$ cat src/rtl/numa_frame_parser.sv
// numa_frame_parser: sync/length/payload/XOR-checksum byte-stream frame parser with held valid/ready output
module numa_frame_parser #(
  parameter int          NUM_FIELDS     = 3,
  parameter int          FIELD_BYTES    = 4,
  parameter logic [7:0]  SYNC_BYTE      = 8'hA5,
  parameter int          TIMEOUT_CYCLES = 1024
) (
  input  logic                                  clk,
  input  logic                                  rst_n,
  input  logic [7:0]                            data_in,
  input  logic                                  data_valid,
  output logic [NUM_FIELDS*FIELD_BYTES*8-1:0]   out_fields,
  output logic                                  out_valid,
  input  logic                                  out_ready,
  output logic [7:0]                            chk_err_cnt,
  output logic [7:0]                            len_err_cnt,
  output logic [7:0]                            tmo_err_cnt,
  output logic [7:0]                            ovr_err_cnt
);
  localparam int PLEN = NUM_FIELDS * FIELD_BYTES;
  localparam int IW   = $clog2(PLEN + 1);
  localparam int TW   = $clog2(TIMEOUT_CYCLES + 1);
  typedef enum logic [1:0] {HUNT, LEN, PAYLOAD, CHECK} state_t;
  state_t state, state_d;
  logic [IW-1:0] idx;
  logic [7:0] xr;
  logic [TW-1:0] idle;
  logic [7:0] sh [PLEN];
  logic [PLEN*8-1:0] flat;
  logic tmo, len_err, chk_err, ovr, ld;
  function automatic logic [7:0] sat(input logic [7:0] c, input logic e);
    return (e && c != 8'hFF) ? c + 8'd1 : c;
  endfunction
  // a byte arriving on the would-be timeout cycle suppresses the timeout
  always_comb begin
    state_d = state;
    len_err = 1'b0;
    chk_err = 1'b0;
    ovr     = 1'b0;
    ld      = 1'b0;
    tmo     = state != HUNT && !data_valid && idle == TW'(TIMEOUT_CYCLES - 1);
    if (tmo) state_d = HUNT;
    else if (data_valid)
      case (state)
        HUNT:    state_d = data_in == SYNC_BYTE ? LEN : HUNT;
        LEN: begin
          len_err = data_in != 8'(PLEN);
          state_d = len_err ? HUNT : PAYLOAD;
        end
        PAYLOAD: state_d = idx == IW'(PLEN - 1) ? CHECK : PAYLOAD;
        default: begin
          state_d = HUNT;
          chk_err = data_in != xr;
          ld      = !chk_err && (!out_valid || out_ready);
          ovr     = !chk_err && out_valid && !out_ready;
        end
      endcase
  end
  // shadow bytes land in arrival order; the first byte of each field becomes its MSB
  always_comb begin
    flat = '0;
    for (int k = 0; k < PLEN; k++)
      flat[((k / FIELD_BYTES) * FIELD_BYTES + FIELD_BYTES - 1 - k % FIELD_BYTES) * 8 +: 8] = sh[k];
  end
  always_ff @(posedge clk)
    if (state == PAYLOAD && data_valid) sh[idx] <= data_in;
  always_ff @(posedge clk or negedge rst_n)
    if (!rst_n) begin
      state       <= HUNT;
      idx         <= '0;
      xr          <= '0;
      idle        <= '0;
      out_fields  <= '0;
      out_valid   <= 1'b0;
      chk_err_cnt <= '0;
      len_err_cnt <= '0;
      tmo_err_cnt <= '0;
      ovr_err_cnt <= '0;
    end else begin
      state       <= state_d;
      idle        <= (data_valid || state_d == HUNT) ? '0 : idle + TW'(1);
      idx         <= (state == LEN && data_valid) ? '0 : (state == PAYLOAD && data_valid) ? idx + IW'(1) : idx;
      xr          <= (state == LEN && data_valid) ? data_in : (state == PAYLOAD && data_valid) ? xr ^ data_in : xr;
      out_fields  <= ld ? flat : out_fields;
      out_valid   <= ld ? 1'b1 : (out_valid && out_ready) ? 1'b0 : out_valid;
      chk_err_cnt <= sat(chk_err_cnt, chk_err);
      len_err_cnt <= sat(len_err_cnt, len_err);
      tmo_err_cnt <= sat(tmo_err_cnt, tmo);
      ovr_err_cnt <= sat(ovr_err_cnt, ovr);
    end
endmodule

$ cat config.mk
export PLATFORM = sky130hd
export DESIGN_NAME = numa_frame_parser
export DESIGN_NICKNAME = d
export VERILOG_FILES = /design/src/rtl/numa_frame_parser.sv
export SDC_FILE = /design/constraint.sdc
export NUM_CORES = 1
export LEC_CHECK = 0
export CAP_MARGIN = 20
export CORE_ASPECT_RATIO = 0.9
export CORE_MARGIN = 3
export CORE_UTILIZATION = 50
export CTS_BUF_LIST = sky130_fd_sc_hd__clkbuf_4 sky130_fd_sc_hd__clkbuf_8 sky130_fd_sc_hd__clkbuf_16
export DETAILED_ROUTE_END_ITERATION = 10
export HOLD_SLACK_MARGIN = 0.1
export PLACE_DENSITY = 0.74
export SETUP_SLACK_MARGIN = 0.05
export SYNTH_ARGS = -nofsm -noshare
export SYNTH_HDL_FRONTEND = slang
export SYNTH_SLANG_ARGS = --single-unit
$ cat constraint.sdc
create_clock -name clk -period 5.3 [get_ports clk]
set_input_delay 0.53 -clock clk [delete_from_list [all_inputs] [get_ports clk]]
set_output_delay 0.53 -clock clk [all_outputs]
set_load 0.05 [all_outputs]
==> summary by stage, run 1 <==
Outcome
The run finished with clean final reports.

Pwr
Of the total power, the share spent switching nets is 19.66%. The proportion of power drawn by the clock network is 45.3%. The power density normalized to cell area is 320.8 nW/um^2. The analysis attributes to net switching a power of 0.7505 mW.

Combinational cells account for 2.0% of the total power. Summed over all cells, the static leakage comes to 5.060 nW. In this run, flip-flops and latches consume 52.8% of the power. The design draws 3.818 mW. Internal power comes to 3.067 mW.

The worst-case vdd ir drop is 0.0002213 V.

STA
The number of hold violations in the final report was 0. Setup violations remaining at the end of the flow were counted as 0. The final cycle utilization of the critical path is 56.02%. The clock skew after layout is 0.02355 ns.

The tightest hold path in the finished design has a slack of 0.1455 ns. The setup TNS after final layout is 0 ns. Setup repair after global routing left no endpoint under its margin. For this run, the top clock speed supported by timing is 336.8 MHz. The minimum period implied by the final worst setup slack is 2.969 ns. The max-slew violation count is 0.

The pin slew with the least headroom to its limit is 0.9554 ns. Measured against its own limit, the worst slew margin works out to 36.31%.

Clocking
At the later pin of the worst-skew pair, clock insertion delay measures 0.52 ns. After clock tree synthesis, the repair step resized 0 gates. The root buffer cell is clkbuf_16.

The clock transition at the register clock pins on the worst setup and hold paths after CTS is 0.06 ns. The number of clock buffers inserted by TritonCTS is 24. The hold-fix buffer count after cts is 0. The buffers inserted during post-CTS setup optimization is 0. The CTS tree is done. The number of levels the H-tree was split into is 1.

For this design, the sink count on the clock tree is 250. The worst-case clock buffer depth is 3.

Routing
The final routed wirelength across all metal layers is 18950 um. The routed length per instance is 18.76 um. The initial detailed-routing violation count is 355. The detailed router placed 5407 vias in this run.

The per-cell via count in the routed design is 5.353. The number of remaining DRC errors is 0. The remaining number of nets flagged by the antenna check after routing is 0. Before antenna repair, the detailed router went through 4 iterations.

Final layout
The relative area change from synthesis to final layout is 26.78%. The library cell used most frequently in the layout, excluding fill and tap cells, is dfrtp_1. The net count reported at finish is 773. The top cell types in the final layout, fill and taps aside, are dfrtp_1 (154), clkdlybuf4s50_1 (139), edfxtp_1 (96), mux2_2 (58), mux2_1 (40). The repair_antennas step left the layout with diodes totalling 0. In the final layout, the share of cells above drive strength 1 is 15.84%.

Setup path
The biggest fanout along the worst timing path is 72. Data on the critical path arrives at its endpoint at 3.36 ns. By startpoint and endpoint, the worst setup path is classified as in2reg. The data required time of the critical path is 5.69 ns. The worst setup path is captured at a flop. The type of origin of the critical path is an input port. The reg2reg setup slack is 2.65 ns.

The worst reg2reg path endpoint is out_fields[0]$_DFFE_PN0P_. The logic depth of the worst register-to-register path is 6. The beginning of the worst register-to-register path is xr[2]$_DFFE_PN0P_.

Floorplanning
For this configuration, the core starts out at a cell density of 52.10%. The core footprint is 18010 sq um. The die is 150.4 um wide.

The die height is 136.0 um. The die footprint is 20450 sq um. The I/O pin count is 141. The initialized floorplan defines 46 standard-cell rows.

Yosys
Yosys attributes the largest share of cell area to dfrtp_1 (41%), edfxtp_1 (31%), mux2_2 (7.0%). The count of different cell masters after synthesis is 40. Synthesis inferred 250 register bits. The area of the mapped netlist is 9385 sq um. The yosys synthesis warning count is 0. The cell accounting for the most synthesized area is dfrtp_1. Counting every instance in the synthesized netlist gives 590.

The average footprint of a synthesized cell is 15.91 sq um. After synthesis, flip-flops and latches occupy 71.78% of the total area. The proportion of netlist area held by the largest area contributor is 41.06%. The post-synthesis net count is 611.

Global routing
The number of global-route vias before repair is 5637. The first global-routing pass estimated 30290 um of wire. The overall track demand over capacity in global routing is 18.86%.

Global routing finished with a remaining overflow of 0. The maximum number of pins on one net before global-route repair is 106. The initial antenna violation count is 1.

Flow run
The reported max-cap violation count is 0.

Place
The number of port buffers is 140. Routability-driven placement finished with a final weighted congestion of 0.8192. The wire-length estimate of the detail-placed layout is 12240 um.

Worst hold path
The min-delay analysis places its worst path in the category in2async.
==> metal layers <==
metal | wire (um) | global-route usage [%] | share of wire, % | vias to the layer above
li1 | - | - | - | 2460
met5 | 11 | 0 | 0.058 | -
met4 | 248 | 3.557 | 1.3 | 2
met2 | 9380 | 31.93 | 49 | 145
met1 | 8242 | 25.60 | 43 | 2778
met3 | 1067 | 4.067 | 5.6 | 22
==> area by class of cell <==
type                       instances  area [sq um]
clock buffer                      31         665.6
inverter                           4         15.01
timing repair buffer             152          1493
fill                            1270          6116
clock inverter                    13         150.1
tap                              240         300.3
sequential                       250          6736
multi-input combinational        320          2539
==> power groups by stage <==
stage	sequential [mW]	combinational [mW]	clock [mW]
after floorplan	2.06	0.0116	0
after global placement	2.05	0.0756	0
after detailed placement	2.05	0.0781	0
after CTS	2.01	0.0785	1.77
after global routing	2.01	0.0848	1.85
final	2.01	0.0752	1.73
==> synthesized netlist by cell type <==
master	number
and2_1	12
nand2_1	31
clkbuf_1	5
a21oi_1	17
o21ai_0	12
and4_1	2
nand3b_1	1
or2_2	4
buf_2	6
buf_6	4
nor3b_1	4
nor4_1	1
o31a_1	1
and3b_1	1
nor2b_1	2
nand2b_1	3
nor4_4	1
nor3_1	6
dfrtp_1	154
inv_1	4
nor3_2	1
a31o_2	1
xor2_1	17
buf_4	1
o21bai_1	2
xnor2_1	27
nor4bb_1	1
a311oi_2	1
ha_1	9
and3_1	9
nand3_1	19
edfxtp_1	96
or4b_2	1
nor2_1	18
mux2_1	40
o31ai_1	1
mux2_2	58
nand4_1	14
nor4_2	1
a31oi_1	2
==> critical path, stage by stage <==
cell	delay [ns]
clkdlybuf4s50_1	0.49
buf_4	0.25
xor2_1	0.14
nor4_4	0.35
nand2_1	0.16
nor3_4	0.19
buf_4	0.74
mux2_2	0.45
==> worst max path at each step <==
stage / from / endpoint / slack [ns] / cells after the start
after floorplan: data_in[2] / out_fields[15]$_DFFE_PN0P_ / 3.11 / 7
after global placement: data_in[2] / out_fields[79]$_DFFE_PN0P_ / 1.92 / 8
after detailed placement: data_in[2] / out_fields[0]$_DFFE_PN0P_ / 1.83 / 8
after CTS: data_in[2] / out_fields[0]$_DFFE_PN0P_ / 2.34 / 8
after global routing: data_in[2] / out_fields[0]$_DFFE_PN0P_ / 2.20 / 8
final: data_in[2] / out_fields[0]$_DFFE_PN0P_ / 2.33 / 8
==> logic make-up (layout without fill, tap and decap cells) <==
family,after synthesis,after routing,share of synthesized area [%]
and+or+nand+nor,132,132,7.652
adders and majority gates,9,9,1.200
DFF,250,250,71.78
xor gates and xnor gates,44,44,4.106
AOI/OAI and AO/OA,37,37,2.266
muxes,98,98,11.76
buffers and inverters,20,200,1.240
==> registers in the layout, indices dropped and copies added, names as in the netlist, 2 cells and up <==
| register | cells |
|---|---|
| out_fields | 96 |
| sh | 96 |
| idle | 11 |
| chk_err_cnt | 8 |
| len_err_cnt | 8 |
| ovr_err_cnt | 8 |
| tmo_err_cnt | 8 |
| xr | 8 |
| idx | 4 |
| state | 2 |
==> stage by stage <==
step / instances / utilization [%] / area, sq um / setup slack [ns]
2_1_floorplan: 590 / - / 9385 / 3.110
3_3_place_gp: 965 / 61.48 / 11080 / 1.916
3_5_place_dp: 965 / 61.48 / 11080 / 1.833
4_1_cts: 1009 / 66.01 / 11890 / 2.340
5_1_grt: 1010 / 66.05 / 11900 / 2.199
6_report: 1010 / 66.05 / 11900 / 2.331
Power figures use the tool's default switching activity.
==> run 2: changes to the inputs <==
- CORE_UTILIZATION: 50 -> 48
- clock period: 5.3 -> 2.55 ns (I/O delays scaled with it)
==> summary by stage, run 2 (synthesized netlist as in run 1, its figures left out) <==
Setup path
The biggest fanout along the worst timing path is 13 (-82%). The critical path is of the in2reg type. The data required time of the critical path is 2.94 ns (-2.75 ns).

The worst setup path is launched from an input port. The worst reg2reg path endpoint is out_fields[9]$_DFFE_PN0P_. The endpoint kind of the worst setup timing path is a flop. In this run the critical register-to-register path is launched from xr[5]$_DFFE_PN0P_. The reg2reg setup slack came to 0.42 ns (-2.23 ns).

The logic depth of the worst register-to-register path came to 7 (+1). The arrival time reported for the critical path endpoint came to 2.54 ns (-0.82 ns).

Clocking
The root buffer cell is clkbuf_16. The number of clock sinks seen by CTS is 250 (unchanged). TritonCTS built the clock tree.

The clock network latency to the later pin of the worst-skew pair is 0.53 ns (about the same). The number of levels the H-tree was split into came to 1 (unchanged). The number of gates resized after cts is 0 (unchanged). The number of clock buffers inserted by TritonCTS came to 25 (+4.2%). The clock transition at the register clock pins on the worst setup and hold paths after CTS is 0.06 ns (about the same). The buffers inserted during post-CTS setup optimization was 0 (unchanged).

The hold-fix buffer count after cts is 1 (+1). The worst-case clock buffer depth is 3 (unchanged).

STA
Setup repair after global routing left no endpoint under its margin. The worst hold-check slack is 0.2022 ns (+0.05668 ns). The final critical path takes up 84.18% of the cycle. For this run, the top clock speed supported by timing is 465.9 MHz. The pin slew with the least headroom to its limit was 0.6374 ns (-0.3180 ns). After layout, the minimum clock period comes to 2.147 ns. The final setup violation count is 0 (unchanged). The clock skew after layout is 0.01835 ns (-0.005193 ns). The number of hold violations in the final report is 0 (unchanged). The setup TNS after final layout was 0 ns (unchanged).

The relative slew slack is 57.42% (+21 points). The max-slew violation count is 0 (unchanged).

Pwr
The switching power share of the total came to 19.87% (+0.21 points). The logic gate share of total power is 2.3% (+0.3 points). The static leakage was 5.273 nW (+4.2%). The sequential power share is 51.4% (-1.4 points).

The post-route total power was 8.142 mW (+110%). The net switching power came to 1.618 mW (+120%). The power density normalized to cell area is 662.8 nW/um^2 (+110%). The cell-internal power came to 6.524 mW (+110%). The worst-case vdd ir drop was 0.0005416 V (+140%).

The proportion of power drawn by the clock network was 46.3% (+1.0 points).

Floorplanning
The horizontal extent of the die was 153.4 um (+2.0%). The core footprint is 18760 sq um (+4.1%). The die footprint is 21270 sq um (+4.0%). The initial standard-cell utilization of the core is 50.03% (-2.1 points). The I/O pin count came to 141 (unchanged). The number of core rows is 47 (+2.2%). The die height is 138.7 um (+2.0%).

Global routing
The global-route met3 utilization came to 3.214% (-0.85 points). The most congested layer reported by global routing is met2. The overall track demand over capacity in global routing is 19.08% (+0.22 points). The met2 global-route usage is 30.97% (-0.96 points). The maximum number of pins on one net before global-route repair came to 48 (-55%). The initial antenna violation count is 0 (-1). The number of global-route vias before repair came to 5798 (+2.9%). The first-pass GRT wire length was 32690 um (+7.9%).

The met1 track demand over resource is 27.17% (+1.6 points). The aggregate global routing overflow is 0 (unchanged).

Routing
The number of remaining DRC errors is 0 (unchanged). The number of detailed-route iterations in the first pass came to 4 (unchanged). The remaining number of nets flagged by the antenna check after routing is 0 (unchanged). The final routed wirelength across all metal layers is 20210 um (+6.7%). The initial detailed-routing violation count is 306 (-14%). The per-cell via count in the routed design is 5.319 (-0.64%). The routed length per instance is 19.27 um (+2.7%).

The total via count in the routed design is 5580 (+3.2%).

Final layout
The final core area utilization is 65.48% (-0.57 points). The most common cell after layout, fill and taps aside is dfrtp_1. The number of diodes came to 0 (unchanged). The net count reported at finish was 807 (+4.4%). The largest registers in the layout are out_fields (96), sh (96), idle (11).

In the layout the commonest cells are dfrtp_1 (154), clkdlybuf4s50_1 (139), edfxtp_1 (96), mux2_2 (58), mux2_1 (40). The share of final-layout standard cells stronger than drive strength 1 was 19.28% (+3.4 points). The fill cell total of the finished layout was 1304 (+2.7%).

The relative area change from synthesis to final layout is 30.88%.

Place
The HPWL reported at the end of detailed placement was 14040 um (+15%). The number of port buffers is 140 (unchanged). The routability congestion estimate from global placement is 0.7991 (-2.5%).

Flow run
The reported max-cap violation count is 0 (unchanged).

Outcome
The flow ran to the end, and the final reports show no timing, DRC or antenna violations.

Worst hold path
The path type of the worst min-delay path is in2async.
run 2: metal layers:
| layer | wire [um] | vias to the layer above |
|---|---|---|
| li1 | - | 2525 |
| met1 | 9087 | 2846 |
| met2 | 9564 | 171 |
| met3 | 992 | 38 |
| met4 | 568 | 0 |
| met5 | 0 | - |
run 2: power by group through the flow:
stage / Sequential, mW / Clock [mW] / Combinational [mW]
after floorplan: 4.27 / 0 / 0.0241
after global placement: 4.26 / 0 / 0.183
after detailed placement: 4.27 / 0 / 0.187
after CTS: 4.19 / 3.84 / 0.189
after global routing: 4.18 / 4.00 / 0.204
final: 4.19 / 3.77 / 0.185
run 2: worst max path at each step:
stage                               startpoint                         end
global placement                    data_in[1]  out_fields[50]$_DFFE_PN0P_
global route                 xr[5]$_DFFE_PN0P_   out_fields[9]$_DFFE_PN0P_
detailed placement                  data_in[1]   out_fields[9]$_DFFE_PN0P_
floorplan           len_err_cnt[0]$_DFFE_PN0P_  len_err_cnt[1]$_DFFE_PN0P_
finish                              data_in[1]   out_fields[9]$_DFFE_PN0P_
CTS                          xr[5]$_DFFE_PN0P_   out_fields[9]$_DFFE_PN0P_
run 2: stage by stage:
step | std cells | setup WS [ns] | cell area [sq um]
after floorplan | 590 | 0.4872 | 9385
after global placement | 1003 | -0.05471 | 11420
after detailed placement | 1003 | -0.07100 | 11420
after CTS | 1049 | 0.4157 | 12280
after global routing | 1049 | 0.2831 | 12280
final | 1049 | 0.4034 | 12280
run 2: layout make-up:
cell class	instances	area (sq um)	area share, %
Clock inverter	15	186.4	1.518
Clock buffer	30	669.4	5.450
Multi-Input combinational cell	320	2539	20.67
Sequential cell	250	6736	54.84
Timing Repair Buffer	185	1831	14.90
Tap cell	245	306.5	2.496
Inverter	4	15.01	0.1222
run 2: worst max-delay path: stages:
cell and delay [ns]:
clkdlybuf4s50_1 0.54, buf_4 0.21, xor2_1 0.16, nor2_1 0.26, nand2_1 0.16, nor3_4 0.24, buf_12 0.20, buf_12 0.15
mux2_2 0.34
==> run 3: changes to the inputs <==
- clock period: 2.55 -> 1.8 ns (I/O delays scaled with it)
==> summary by stage, run 3 (synthesized netlist as in run 1, its figures left out) <==
Final layout
The final core area utilization is 67.90% (+2.4 points). The share of final-layout standard cells stronger than drive strength 1 is 26.29% (+7.0 points). In the layout the commonest cells are dfrtp_1 (149), dlygate4sd2_1 (125), edfxtp_1 (96), buf_4 (73), mux2_2 (57). The relative area change from synthesis to final layout is 35.72%. The largest registers in the layout are out_fields (96), sh (96), idle (11). The net count reported at finish was 854 (+5.8%).

The number of diodes is 0 (unchanged). The final non-filler cell area is 12740 sq um (+3.7%). The fill cell total of the finished layout is 1281 (-1.8%).

The library cell used most frequently in the layout, excluding fill and tap cells, is dfrtp_1.

STA
The relative slew slack came to 63.26% (+5.8 points). The worst path setup slack after routing is -0.2293 ns (-0.6328 ns). The max-slew violation count is 0 (unchanged). The number of hold violations in the final report came to 0 (unchanged).

The final setup violation count is 106 (+106). The final cycle utilization of the critical path is 112.7%. The minimum period implied by the final worst setup slack is 2.029 ns. The fmax is 492.8 MHz. Setup repair after global routing could not meet its margin everywhere. The pin slew with the least headroom to its limit is 0.5511 ns (-0.08622 ns). The worst hold-check slack was 0.1864 ns (-0.01586 ns). The clock skew after layout was 0.01441 ns (-0.003946 ns). The setup TNS after final layout is -20.51 ns (-20.51 ns).

Pwr
The logic gate share of total power is 2.5% (+0.2 points). The static leakage is 6.154 nW (+17%). The post-route total power is 11.40 mW (+40%). The sequential power share is 52.0% (+0.6 points). The worst-case vdd ir drop is 0.0007003 V (+29%).

The cell-internal power came to 9.117 mW (+40%). The net switching power is 2.284 mW (+41%). The proportion of power drawn by the clock network was 45.5% (-0.8 points). The switching power share of the total is 20.03% (+0.16 points). The power density normalized to cell area was 895.1 nW/um^2 (+35%).

Floorplanning
The initial standard-cell utilization of the core was 50.03% (unchanged). The die footprint is 21270 sq um (unchanged). The core footprint is 18760 sq um (unchanged). The number of core rows came to 47 (unchanged). The horizontal extent of the die is 153.4 um (unchanged). The die height is 138.7 um (unchanged). The I/O pin count is 141 (unchanged).

Routing
The initial detailed-routing violation count is 324 (+5.9%). The final routed wirelength across all metal layers is 20700 um (+2.4%). The remaining number of nets flagged by the antenna check after routing was 0 (unchanged). The total via count in the routed design is 5758 (+3.2%). The number of detailed-route iterations in the first pass is 4 (unchanged).

The per-cell via count in the routed design is 5.249 (-1.3%). The number of remaining DRC errors is 0 (unchanged). The routed length per instance came to 18.87 um (-2.1%).

Global routing
The initial antenna violation count came to 1 (+1). The number of global-route vias before repair is 6020 (+3.8%). The first-pass GRT wire length is 33150 um (+1.4%). The maximum number of pins on one net before global-route repair is 56 (+17%). The aggregate global routing overflow came to 0 (unchanged). The overall track demand over capacity in global routing is 19.40% (+0.32 points).

Outcome
The flow ran to the end, but the final reports show violations. The final reports fail on negative setup slack.

Place
The number of port buffers is 140 (unchanged). The HPWL reported at the end of detailed placement is 14070 um (+0.22%). The routability congestion estimate from global placement is 0.8163 (+2.2%). The instance area at placement was 11860 sq um (+3.9%).

Clocking
The root buffer cell is clkbuf_16. The CTS tree is done. The number of clock buffers inserted by TritonCTS is 25 (unchanged). The number of levels the H-tree was split into was 1 (unchanged).

The clock network latency to the later pin of the worst-skew pair is 0.52 ns (about the same). The number of clock sinks seen by CTS came to 250 (unchanged). The clock transition at the register clock pins on the worst setup and hold paths after CTS is 0.06 ns (about the same).

The worst-case clock buffer depth was 3 (unchanged).

Setup path
The worst register-to-register path begins at xr[2]$_DFFE_PN0P_. The count of buffer and inverter cells on the critical path came to 2 (-2). The delay of the slowest cell on the worst path is 0.40 ns (-0.14 ns).

The data required time of the critical path was 2.20 ns (-0.74 ns). The critical path's top delay family is simple AND/OR/NAND/NOR gates. The reg2reg setup slack is -0.23 ns (-0.65 ns).

The endpoint kind of the worst setup timing path is a flop. The cell with the biggest individual delay on the critical path is dfrtp_1. STA classifies the critical path startpoint as a flop. The critical path goes through xor2_1, nor4_4, nand2_2, nor3_4, buf_12, buf_12, mux2_1.

The kind of critical path is reg2reg. The biggest fanout along the worst timing path was 15 (+2). Tracing the worst setup path back leads to its startpoint at xr[2]$_DFFE_PN0P_. The cell that appears most often on the critical path is buf_12. The arrival time reported for the critical path endpoint is 2.43 ns (-0.11 ns).

Worst hold path
The path class of the tightest hold or removal check is in2async.

Flow run
The reported max-cap violation count is 0 (unchanged).
[run 3: cell types whose count changed in the layout (fill, tap and decap cells not counted), sizes merged]
cell           delta
clkdlybuf4s50   -133
dlygate4sd2     +125
buf              +54
bufinv            -1
clkbuf            +1
clkdlybuf4s15     +1
inv               +1
[run 3: power groups by stage]
stage / Combinational (mW) / Sequential [mW] / Clock, mW
5_1_grt: 0.316 / 5.93 / 5.53
6_report: 0.286 / 5.93 / 5.18
2_1_floorplan: 0.0344 / 6.05 / 0
4_1_cts: 0.283 / 5.93 / 5.29
3_5_place_dp: 0.269 / 6.04 / 0
3_3_place_gp: 0.262 / 6.04 / 0
[run 3: final cells by class]
| class | count | area (sq um) | share of cell area [%] |
|---|---|---|---|
| flip-flops and latches | 250 | 6743 | 52.94 |
| multi-input cells | 320 | 2641 | 20.74 |
| repair buffers | 232 | 2200 | 17.27 |
| clock buffers | 31 | 670.6 | 5.265 |
| well taps | 245 | 306.5 | 2.407 |
| clock inverters | 15 | 161.4 | 1.267 |
| inverters | 4 | 15.01 | 0.1179 |
[run 3: worst paths after layout]
kind,endpoint,cells past startpoint
worst min-delay path,out_fields[73]$_DFFE_PN0P_,2
worst max-delay path,out_fields[80]$_DFFE_PN0P_,7
max in group asynchronous,out_fields[70]$_DFFE_PN0P_,3
min in group clk,sh[2][2]$_DFFE_PP_,3
worst min register to register,out_fields[38]$_DFFE_PN0P_,1
worst max register to register,out_fields[80]$_DFFE_PN0P_,7
[run 3: worst reg2reg max path, stage by stage, from the launching register on]
cell	delay, ns
dfrtp_1	0.40
xor2_1	0.18
nor4_4	0.32
nand2_2	0.12
nor3_4	0.19
buf_12	0.20
buf_12	0.17
mux2_1	0.33
[run 3: stage by stage]
step                      setup WS (ns)  std cells
final                           -0.2293       1097
after CTS                       -0.2397       1093
after global placement          -0.6488       1038
after detailed placement        -0.6737       1038
after global routing            -0.3053       1097
after floorplan                 -0.1493        590
[run 3: what timing repair did]
| action | 4_1_cts | 5_1_grt |
|---|---|---|
| pin swaps | 3 | 6 |
| setup endpoints to repair | 258 | 219 |
| hold buffers | 1 | 0 |
| gates resized for setup | 140 | 9 |
| cloned | 0 | 0 |
| buffers inserted | 8 | 4 |
| hold endpoints to repair | 154 | 0 |
[run 3: routing by layer]
layer / vias to the layer above / track usage [%] / routed length [um]
li1: 2616 / - / -
met2: 186 / 31.53 / 9907
met4: 2 / 4.368 / 425
met3: 31 / 4.056 / 1332
met1: 2923 / 27.42 / 9023
met5: - / 0 / 14
